[src/rtl/rf_write_arbiter_if.sv]
// Bundle of the arbiter's source handshakes, register-file write port and scoreboard queries.
interface rf_write_arbiter_if #(
  parameter int DEPTH      = 32,
  parameter int DATA_WIDTH = 64,
  parameter int ADDR_WIDTH = $clog2(DEPTH)
);
  logic                  req0Valid;
  logic                  req0Ready;
  logic [ADDR_WIDTH-1:0] req0Addr;
  logic [DATA_WIDTH-1:0] req0Data;
  logic [2:0]            req0PPP;

  logic                  req1Valid;
  logic                  req1Ready;
  logic [ADDR_WIDTH-1:0] req1Addr;
  logic [DATA_WIDTH-1:0] req1Data;
  logic [2:0]            req1PPP;

  logic                  wrEn;
  logic [ADDR_WIDTH-1:0] wrAddr;
  logic [DATA_WIDTH-1:0] wrData;
  logic [2:0]            wrPPP;

  logic [ADDR_WIDTH-1:0] qAddr0;
  logic [ADDR_WIDTH-1:0] qAddr1;
  logic                  qBusy0;
  logic                  qBusy1;

  // Source side: writeback units, issue-stage queries, register file observer.
  modport master (
    output req0Valid, req0Addr, req0Data, req0PPP,
    input  req0Ready,
    output req1Valid, req1Addr, req1Data, req1PPP,
    input  req1Ready,
    input  wrEn, wrAddr, wrData, wrPPP,
    output qAddr0, qAddr1,
    input  qBusy0, qBusy1
  );

  modport slave (
    input  req0Valid, req0Addr, req0Data, req0PPP,
    output req0Ready,
    input  req1Valid, req1Addr, req1Data, req1PPP,
    output req1Ready,
    output wrEn, wrAddr, wrData, wrPPP,
    input  qAddr0, qAddr1,
    output qBusy0, qBusy1
  );
endinterface

[src/rtl/rf_write_arbiter.sv]
// Two-source arbiter for the register-file write port with a pending-write scoreboard.
// Optional macro RF_WAW_COLLAPSE_EN: a same-address collision drops the older entry.
module rf_write_arbiter #(
  parameter int DEPTH      = 32,
  parameter int DATA_WIDTH = 64,
  parameter int ADDR_WIDTH = $clog2(DEPTH)
) (
  input logic               clk,
  input logic               reset,
  rf_write_arbiter_if.slave bus
);
  logic [1:0]            in_valid;
  logic [ADDR_WIDTH-1:0] in_addr [2];
  logic [DATA_WIDTH-1:0] in_data [2];
  logic [2:0]            in_ppp  [2];

  logic [1:0]            hv_reg;
  logic [ADDR_WIDTH-1:0] addr_reg [2];
  logic [DATA_WIDTH-1:0] data_reg [2];
  logic [2:0]            ppp_reg  [2];
  logic                  older_reg;   // index of the older entry when both are valid
  logic                  older_next;
  logic                  rr_last_reg;

  logic [1:0]            grant;
  logic [1:0]            drop;
  logic [1:0]            clear;
  logic [1:0]            load;
  logic [1:0]            keep;
  logic [1:0]            ready;
  logic                  grant_idx;
  logic                  same_addr;

  logic                  wr_en_reg;
  logic [ADDR_WIDTH-1:0] wr_addr_reg;
  logic [DATA_WIDTH-1:0] wr_data_reg;
  logic [2:0]            wr_ppp_reg;

  logic [ADDR_WIDTH-1:0] q_addr [2];
  logic [1:0]            q_busy;

  assign in_valid   = {bus.req1Valid, bus.req0Valid};
  assign in_addr[0] = bus.req0Addr;
  assign in_addr[1] = bus.req1Addr;
  assign in_data[0] = bus.req0Data;
  assign in_data[1] = bus.req1Data;
  assign in_ppp[0]  = bus.req0PPP;
  assign in_ppp[1]  = bus.req1PPP;
  assign q_addr[0]  = bus.qAddr0;
  assign q_addr[1]  = bus.qAddr1;

  assign bus.req0Ready = ready[0];
  assign bus.req1Ready = ready[1];
  assign bus.qBusy0    = q_busy[0];
  assign bus.qBusy1    = q_busy[1];
  assign bus.wrEn      = wr_en_reg;
  assign bus.wrAddr    = wr_addr_reg;
  assign bus.wrData    = wr_data_reg;
  assign bus.wrPPP     = wr_ppp_reg;

  assign same_addr = (addr_reg[0] == addr_reg[1]);
  assign grant_idx = grant[1];

  // Arbitration looks only at registered state, so Ready never depends on Valid.
  always_comb begin
    grant = 2'b00;
    drop  = 2'b00;
    if (hv_reg == 2'b11) begin
      if (same_addr) begin
`ifdef RF_WAW_COLLAPSE_EN
        if (addr_reg[0] != '0) begin
          drop[older_reg]   = 1'b1;
          grant[~older_reg] = 1'b1;
        end else begin
          grant[older_reg] = 1'b1;
        end
`else
        grant[older_reg] = 1'b1;
`endif
      end else begin
        grant[~rr_last_reg] = 1'b1;
      end
    end else begin
      grant = hv_reg;
    end
  end

  genvar gi;
  generate
    for (gi = 0; gi < 2; gi++) begin : g_entry
      assign clear[gi] = grant[gi] | drop[gi];
      assign ready[gi] = ~hv_reg[gi] | clear[gi];
      assign load[gi]  = in_valid[gi] & ready[gi];
      assign keep[gi]  = hv_reg[gi] & ~clear[gi];
    end
  endgenerate

  // A surviving entry is older than anything loaded beside it; simultaneous loads favour req0.
  always_comb begin
    older_next = 1'b0;
    if (keep == 2'b11)
      older_next = older_reg;
    else if (keep[1])
      older_next = 1'b1;
  end

  always_ff @(posedge clk or negedge reset) begin
    if (!reset) begin
      for (int i = 0; i < 2; i++) begin
        hv_reg[i]   <= 1'b0;
        addr_reg[i] <= '0;
        data_reg[i] <= '0;
        ppp_reg[i]  <= '0;
      end
    end else begin
      for (int i = 0; i < 2; i++) begin
        hv_reg[i] <= load[i] | keep[i];
        if (load[i]) begin
          addr_reg[i] <= in_addr[i];
          data_reg[i] <= in_data[i];
          ppp_reg[i]  <= in_ppp[i];
        end
      end
    end
  end

  // R0 writes are consumed but suppressed; the payload outputs hold their last values.
  always_ff @(posedge clk or negedge reset) begin
    if (!reset) begin
      older_reg   <= 1'b0;
      rr_last_reg <= 1'b1;
      wr_en_reg   <= 1'b0;
      wr_addr_reg <= '0;
      wr_data_reg <= '0;
      wr_ppp_reg  <= '0;
    end else begin
      older_reg <= older_next;
      wr_en_reg <= 1'b0;
      if (|grant) begin
        rr_last_reg <= grant_idx;
        if (addr_reg[grant_idx] != '0) begin
          wr_en_reg   <= 1'b1;
          wr_addr_reg <= addr_reg[grant_idx];
          wr_data_reg <= data_reg[grant_idx];
          wr_ppp_reg  <= ppp_reg[grant_idx];
        end
      end
    end
  end

  generate
    for (gi = 0; gi < 2; gi++) begin : g_query
      assign q_busy[gi] = (q_addr[gi] != '0) &
                          ((hv_reg[0] & (addr_reg[0] == q_addr[gi])) |
                           (hv_reg[1] & (addr_reg[1] == q_addr[gi])) |
                           (wr_en_reg & (wr_addr_reg == q_addr[gi])));
    end
  endgenerate
endmodule

[src/flat_wrapper.sv]
// flat-port wrapper written by rule: the top's interface ports become plain ports
module rf_write_arbiter_flat 
#(
  parameter int DEPTH      = 32,
  parameter int DATA_WIDTH = 64,
  parameter int ADDR_WIDTH = $clog2(DEPTH)
)
  (clk, reset, bus_req0Valid, bus_req0Addr, bus_req0Data, bus_req0PPP, bus_req0Ready, bus_req1Valid, bus_req1Addr, bus_req1Data, bus_req1PPP, bus_req1Ready, bus_wrEn, bus_wrAddr, bus_wrData, bus_wrPPP, bus_qAddr0, bus_qAddr1, bus_qBusy0, bus_qBusy1);
  rf_write_arbiter_if #(.DEPTH(DEPTH), .DATA_WIDTH(DATA_WIDTH), .ADDR_WIDTH(ADDR_WIDTH)) bus_i ();
  input logic clk;
  input logic reset;
  input wire logic [$bits(bus_i.req0Valid)-1:0] bus_req0Valid;
  input wire logic [$bits(bus_i.req0Addr)-1:0] bus_req0Addr;
  input wire logic [$bits(bus_i.req0Data)-1:0] bus_req0Data;
  input wire logic [$bits(bus_i.req0PPP)-1:0] bus_req0PPP;
  output wire logic [$bits(bus_i.req0Ready)-1:0] bus_req0Ready;
  input wire logic [$bits(bus_i.req1Valid)-1:0] bus_req1Valid;
  input wire logic [$bits(bus_i.req1Addr)-1:0] bus_req1Addr;
  input wire logic [$bits(bus_i.req1Data)-1:0] bus_req1Data;
  input wire logic [$bits(bus_i.req1PPP)-1:0] bus_req1PPP;
  output wire logic [$bits(bus_i.req1Ready)-1:0] bus_req1Ready;
  output wire logic [$bits(bus_i.wrEn)-1:0] bus_wrEn;
  output wire logic [$bits(bus_i.wrAddr)-1:0] bus_wrAddr;
  output wire logic [$bits(bus_i.wrData)-1:0] bus_wrData;
  output wire logic [$bits(bus_i.wrPPP)-1:0] bus_wrPPP;
  input wire logic [$bits(bus_i.qAddr0)-1:0] bus_qAddr0;
  input wire logic [$bits(bus_i.qAddr1)-1:0] bus_qAddr1;
  output wire logic [$bits(bus_i.qBusy0)-1:0] bus_qBusy0;
  output wire logic [$bits(bus_i.qBusy1)-1:0] bus_qBusy1;
  assign bus_i.req0Valid = bus_req0Valid;
  assign bus_i.req0Addr = bus_req0Addr;
  assign bus_i.req0Data = bus_req0Data;
  assign bus_i.req0PPP = bus_req0PPP;
  assign bus_req0Ready = bus_i.req0Ready;
  assign bus_i.req1Valid = bus_req1Valid;
  assign bus_i.req1Addr = bus_req1Addr;
  assign bus_i.req1Data = bus_req1Data;
  assign bus_i.req1PPP = bus_req1PPP;
  assign bus_req1Ready = bus_i.req1Ready;
  assign bus_wrEn = bus_i.wrEn;
  assign bus_wrAddr = bus_i.wrAddr;
  assign bus_wrData = bus_i.wrData;
  assign bus_wrPPP = bus_i.wrPPP;
  assign bus_i.qAddr0 = bus_qAddr0;
  assign bus_i.qAddr1 = bus_qAddr1;
  assign bus_qBusy0 = bus_i.qBusy0;
  assign bus_qBusy1 = bus_i.qBusy1;
  rf_write_arbiter #(.DEPTH(DEPTH), .DATA_WIDTH(DATA_WIDTH), .ADDR_WIDTH(ADDR_WIDTH)) u_core (.clk(clk), .reset(reset), .bus(bus_i));
endmodule
[config.mk]
export PLATFORM = sky130hd
export DESIGN_NAME = rf_write_arbiter_flat
export DESIGN_NICKNAME = d
export VERILOG_FILES = /design/src/rtl/rf_write_arbiter_if.sv /design/src/rtl/rf_write_arbiter.sv /design/src/flat_wrapper.sv
export SDC_FILE = /design/constraint.sdc
export NUM_CORES = 1
export LEC_CHECK = 0
export BUFFER_PORTS_ARGS = -buffer_cell sky130_fd_sc_hd__buf_2
export CORE_ASPECT_RATIO = 0.8
export CORE_UTILIZATION = 35
export DETAILED_ROUTE_END_ITERATION = 10
export HOLD_SLACK_MARGIN = 0.15
export PLACE_DENSITY = 0.66
export SYNTH_ARGS = -nofsm -noshare
export SYNTH_HDL_FRONTEND = slang
export SYNTH_SLANG_ARGS = --single-unit
export TNS_END_PERCENT = 100
[constraint.sdc]
create_clock -name clk -period 3.3 [get_ports clk]
set_input_delay 0.66 -clock clk [delete_from_list [all_inputs] [get_ports clk]]
set_output_delay 0.66 -clock clk [all_outputs]
set_load 0.01 [all_outputs]
======== Yosys cells after proc, flatten, opt, wreduce, memory -nomap -nowiden ========
Cells that the tools add are included.
W data, S select, Z words.
word-level totals
  output and inout bits ................... 77
  bits of input ports ..................... 158
  register bits ........................... 221
  word-level logic and storage cells ...... 78
operators by class
  reductions and logical operators ........ 7
  bitwise logic cells ..................... 26
  equality and inequality tests ........... 9
  order comparisons ....................... 5
  mux-type cells .......................... 18
operators by type and width
  kind                  count
  $mux W64              3
  $eq A5 B5 Y1          7
  $mux W5               3
  $reduce_bool A5 Y1    3
  $and A1 B1 Y1         12
  $mux W3               3
  $or A1 B1 Y1          8
  $mux W1               5
  $not A1 Y1            5
  $eq A2 B2 Y1 const B  2
  $lt A1 B2 Y1 const B  2
  $mux W2               2
  $demux W1 S1          2
  $ge A1 B1 Y1 const B  2
  $ge A2 B2 Y1 const B  1
  $logic_and A1 B1 Y1   2
  $not A1 Y2            1
  $reduce_and A2 Y1     1
  $reduce_or A2 Y1      1

======== Logic depth before layout (Yosys ltp) ========
  depth in word-level cells ............... 14
  depth in mapped cells ................... 9
  depth with buffers taken out ............ 7

======== Worst setup path after synthesis ========
OpenSTA, ideal clock, no wires.
  path type ............................... register to register
  from .................................... register u_core.addr_reg[1] in the netlist's numbering
  to ...................................... register u_core.wr_addr_reg[1], in the netlist u_core.bus.wrAddr[1]
  period minus slack after synthesis ...... 2350 ps
  cell stages (with the launch flop) ...... 9
  library setup time ...................... 125 ps
  required time ........................... 3175 ps
  setup slack ............................. 950 ps
  buffers on the path ..................... 2
  data arrival time ....................... 2225 ps
  path through ............................ dfrtp_1 > buf_4 > xnor2_1 > and3_4 > a21oi_4 > o21ai_4 > mux2i_4 > buf_12 > mux2_4
between the ends
  word-level cells in the longest chain between the ends .. 9
RTL lines
  item                                         line                                              text
  from (decl)                                  rf_write_arbiter.sv:18                            logic [ADDR_WIDTH-1:0] addr_reg [2];
  from (signal, indexed assignment)            rf_write_arbiter.sv:119                           addr_reg[i] <= in_addr[i];
  $eq A5 B5 Y1                                 rf_write_arbiter.sv:61                            assign same_addr = (addr_reg[0] == addr_reg[1]);
  $mux W2                                      rf_write_arbiter.sv:69                            if (same_addr) begin
  $mux W2                                      rf_write_arbiter.sv:68                            if (hv_reg == 2'b11) begin
  $not A1 Y2 (not written as such)             rf_write_arbiter.sv:141, rf_write_arbiter.sv:143
  $mux W5 (not written as such) (3 in series)  rf_write_arbiter.sv:141, rf_write_arbiter.sv:143
  $reduce_bool A5 Y1                           rf_write_arbiter.sv:141                           if (addr_reg[grant_idx] != '0) begin
  $reduce_and A2 Y1 (no line)                  n/a
  to (signal assigned)                         rf_write_arbiter.sv:143                           wr_addr_reg <= addr_reg[grant_idx];
  to (decl)                                    rf_write_arbiter.sv:35                            logic [ADDR_WIDTH-1:0] wr_addr_reg;
Several ways; a longest one is shown, not always the timed one. The select of a mux whose other input is x is not followed.
A chain may end at the register's enable or synchronous reset.

======== Final worst setup path ========
  from .................................... register u_core.addr_reg[1] in the netlist's numbering
  to ...................................... output port bus_req0Ready
between the ends
  word-level cells in the longest chain between the ends .. 4
RTL lines
  item          line                    text
  $eq A5 B5 Y1  rf_write_arbiter.sv:61
  $mux W2       rf_write_arbiter.sv:69
  $mux W2       rf_write_arbiter.sv:68
  $or A1 B1 Y1  rf_write_arbiter.sv:92  assign ready[gi] = ~hv_reg[gi] | clear[gi];
  to (decl)     flat_wrapper.sv:16      output wire logic [$bits(bus_i.req0Ready)-1:0] bus_req0Ready;
No other way between the ends.

==> results.md <==
- LEAKAGE: approximately 5.8 nW
- MaxCap Viol Count: 0
- Main synth FF type: dfrtp_1
- Dominant cell type by area after synthesis: dfrtp_1
- Iter 0 DRT Violations: 158
- Max-slew violations: 0
- Area of the multi-input gates: slightly above 4000 sq um
- Buf+Inv Stages, Crit Path: 1
- Port Buf Inserts: 234
- Final GP Congestion: 0.7996
- FILL cells: between 2000 and 3000
- Routed via count: ~6000
- RSZ-0062 raised after global routing: no
- Warnings from Yosys: 0
- Final setup margin: between 0.4 and 0.5 ns
- Worst path arrival time: about 2.2 ns
- Number of global-route vias before repair: 6272
- CTS tree: done
- Worst min-delay path class: input pin to flip-flop
- First-pass DRT Iterations: 4
- Yosys reg bits: about 220
- Wire per inst: 17.75 microns
- Post-cts gate resize count: 0
- Sw Share: 29.49%
- Die ar.: a little under 30000 sq um
- Clock skew: between 0.015 and 0.02 ns
- Largest net degree at the start of global routing: just under 80
- # setup viols final: 0
- Slew HR: 58.20%
- Pre-CTS setup slack: 0.6778 ns
- Startpoint types: flip-flop
- Final non-filler cell total: 1257
- Largest register FFs: 128
- Crit. End Element: primary output
- Final Cell Area: ~12000 sq um
- Post-DP HPWL: between 15 and 20 mm
- WL final: about 22 mm
- Clock slew at reported path FFs: about 0.060 ns
- Tcrit/Tclk final: a little under nine tenths
- P_int: roughly 0.0074 W
- Std cell rows: 55
- Width of the die: approximately 190 microns
- Asr flop ratio synth: 100.0%
- CTS sink cnt: about 220
- Switch Pwr: ~0.0031 W
- Synth unique cells: 38
- Critical path class: flip-flop to primary output
- Worst-case hold slack: 0.3683 ns
- Overflow after GRT: 0
- Post-Syn Nets: roughly 790
- Period minus WS final: about 2.8 ns
- Max incr delay on CP: around 0.45 ns
- Synth top area share: between 50% and 60%
- Max FO, Critical Path: 6
- CP delay by family, top: compound AO/OA/AOI/OAI gates
- Status: complete, no violations
- First-pass GRT wire length: around 36 mm
- Clk pwr share: approximately a quarter
- Comb pwr share: 33.7%
- Vias per inst: 4.647
- Seq pwr share: 40.2%
- Initial Util: a little over a third
- Die Ht: about 150 microns
- Residual DRC: 0
- Core area: about 28000 sq um
- Setup tns final: 0 ns
- Worst skew pair latency: approximately 0.52 ns
- Cells after Synth: 634
- Placement Cell Area: around 12000 sq um
- CTS buffer count: 24
- Final Hold Viols: 0
- P per Cell Area: 845.6 nW/um^2
- Layout area overhead: 22.78%
- CP required: 2.64 ns
- Initial antenna violation count: 5
- Final net count: a little over 1000
- Largest cells by area after synthesis: dfrtp_1, mux2_2, mux2_4
- Sequential area share after synthesis: 55.04%
- Max Root-Sink Buffers: 3
- Avg Cell Area, Syn: about 16 sq um
- Cell area after synthesis: 10050 sq um
- R2R setup slack: between 0.6 and 0.7 ns
- Remaining antenna violation count: 0
- CP max stage cell: dfrtp_1
- Clock root buffer master: clkbuf_16
- Worst VDD drop: 0.0004493 V
- # placed instances: 1213
- H-tree depth: 1
- Io pins: 235
- Layout cells sized above 1: between 60% and 70%
- Number of enable flip-flop cells after synthesis: 0
- Actual slew at the worst max-slew pin: around 0.63 ns
- Crit-path cells: xnor2_1 > and3_4 > a21oi_4 > o21ai_0 > buf_2
- FMAX: around 350 MHz
- Seq. cell area: roughly 5500 sq um
- Total track usage: 15.36%
[synth_stat cells, types with 2 or more instances]
cell      count
a21oi_1       2
a31oi_1       2
buf_12        7
buf_2        17
buf_4         7
buf_6         2
clkbuf_8      6
dfrtp_1     220
inv_1         3
mux2_2      217
mux2_4       69
mux2i_1       2
nand2_1       5
nand3_1       7
nor2_1        4
nor3_1        2
nor4_1        6
o21ai_0       2
o21ai_1       2
or4_1         2
xnor2_1      10
xor2_1       24
[power groups by stage]
stage	Clock [W]	Combinational, W	Sequential [W]
floorplan	0	0.00246	0.00428
global placement	0	0.00351	0.00421
detailed placement	0	0.00356	0.00423
CTS	0.00283	0.00358	0.00420
global route	0.00293	0.00380	0.00432
finish	0.00273	0.00351	0.00419
[layout by cell type, fill, tap and decap left out, types with 2 or more instances in the layout]
cell	netlist	layout
mux2_2	217	217
xor2_1	24	24
o21ai_0	2	2
nor3_1	2	2
xnor2_1	10	10
or4_1	2	2
mux2_4	69	69
nor2_1	4	4
nand2_4	0	2
buf_4	7	7
nor4_1	6	6
clkbuf_16	0	24
buf_12	7	7
mux2i_1	2	2
o21ai_1	2	2
buf_2	17	233
nand2_1	5	4
inv_1	3	3
clkinv_2	0	3
clkbuf_8	6	7
a21oi_1	2	2
a31oi_1	2	2
clkbuf_1	0	4
bufinv_16	0	2
dfrtp_1	220	220
nand3_1	7	7
[metal layers]
layer	vias to the layer above	GRT usage, %	routed length (microns)
li1	2728	-	-
met1	2888	21.54	10440
met2	181	22.71	9499
met3	36	5.341	1871
met4	8	3.477	439
met5	-	0	55
[worst paths after layout]
| kind | depth (start not counted) | startpoint | to |
|---|---|---|---|
| min | 2 | bus_req1Data[9] | u_core.data_reg[9]$_DFFE_PN0P_ |
| max in group asynchronous | 3 | reset | u_core.data_reg[106]$_DFFE_PN0P_ |
| max reg2reg | 7 | u_core.addr_reg[1]$_DFFE_PN0P_ | u_core.data_reg[92]$_DFFE_PN0P_ |
| min reg2reg | 1 | u_core.data_reg[80]$_DFFE_PN0P_ | u_core.data_reg[80]$_DFFE_PN0P_ |
| min in group asynchronous | 2 | reset | u_core.data_reg[24]$_DFFE_PN0P_ |
| max | 5 | u_core.addr_reg[1]$_DFFE_PN0P_ | bus_req0Ready |
[final cells by class]
type / count / area share [%]
clock buffer: 35 / 5.770
inverter: 3 / 0.09126
multi-input combinational: 371 / 33.52
clock inverter: 7 / 0.8011
antenna: 1 / 0.02028
sequential: 221 / 44.83
tap: 370 / 3.752
timing repair buffer: 249 / 11.21
[worst reg2reg max path, delay by kind of cell (launching register included)]
| family | cells | cell delay [ns] |
|---|---|---|
| simple gates | 2 | 0.63 |
| xor+xnor | 1 | 0.24 |
| compound gates | 2 | 0.48 |
| flops | 1 | 0.45 |
| buf+inv | 1 | 0.38 |
| mux | 1 | 0.33 |
[timing repair]
item / in CTS / in global routing
hold buffers: 1 / 0
setup buffers: 0 / 0
endpoints found under the hold margin: 20 / 0
[through the flow]
step                utilization [%]  total power [W]
detailed placement            40.72         0.007792
CTS                           43.62          0.01060
global route                  43.62          0.01105
floorplan                         -         0.006737
finish                        43.63          0.01043
global placement              40.72         0.007716
[cell families after synthesis]
| group | count (synthesis) | share of synthesized area (%) |
|---|---|---|
| muxes | 289 | 35.05 |
| DFF | 221 | 55.04 |
| buffers and inverters | 42 | 3.922 |
| xor gates and xnor gates | 35 | 3.125 |
| and+or+nand+nor | 34 | 1.893 |
| AOI/OAI and AO/OA | 13 | 0.9713 |
No activity file was read; power rests on OpenSTA's default activity.
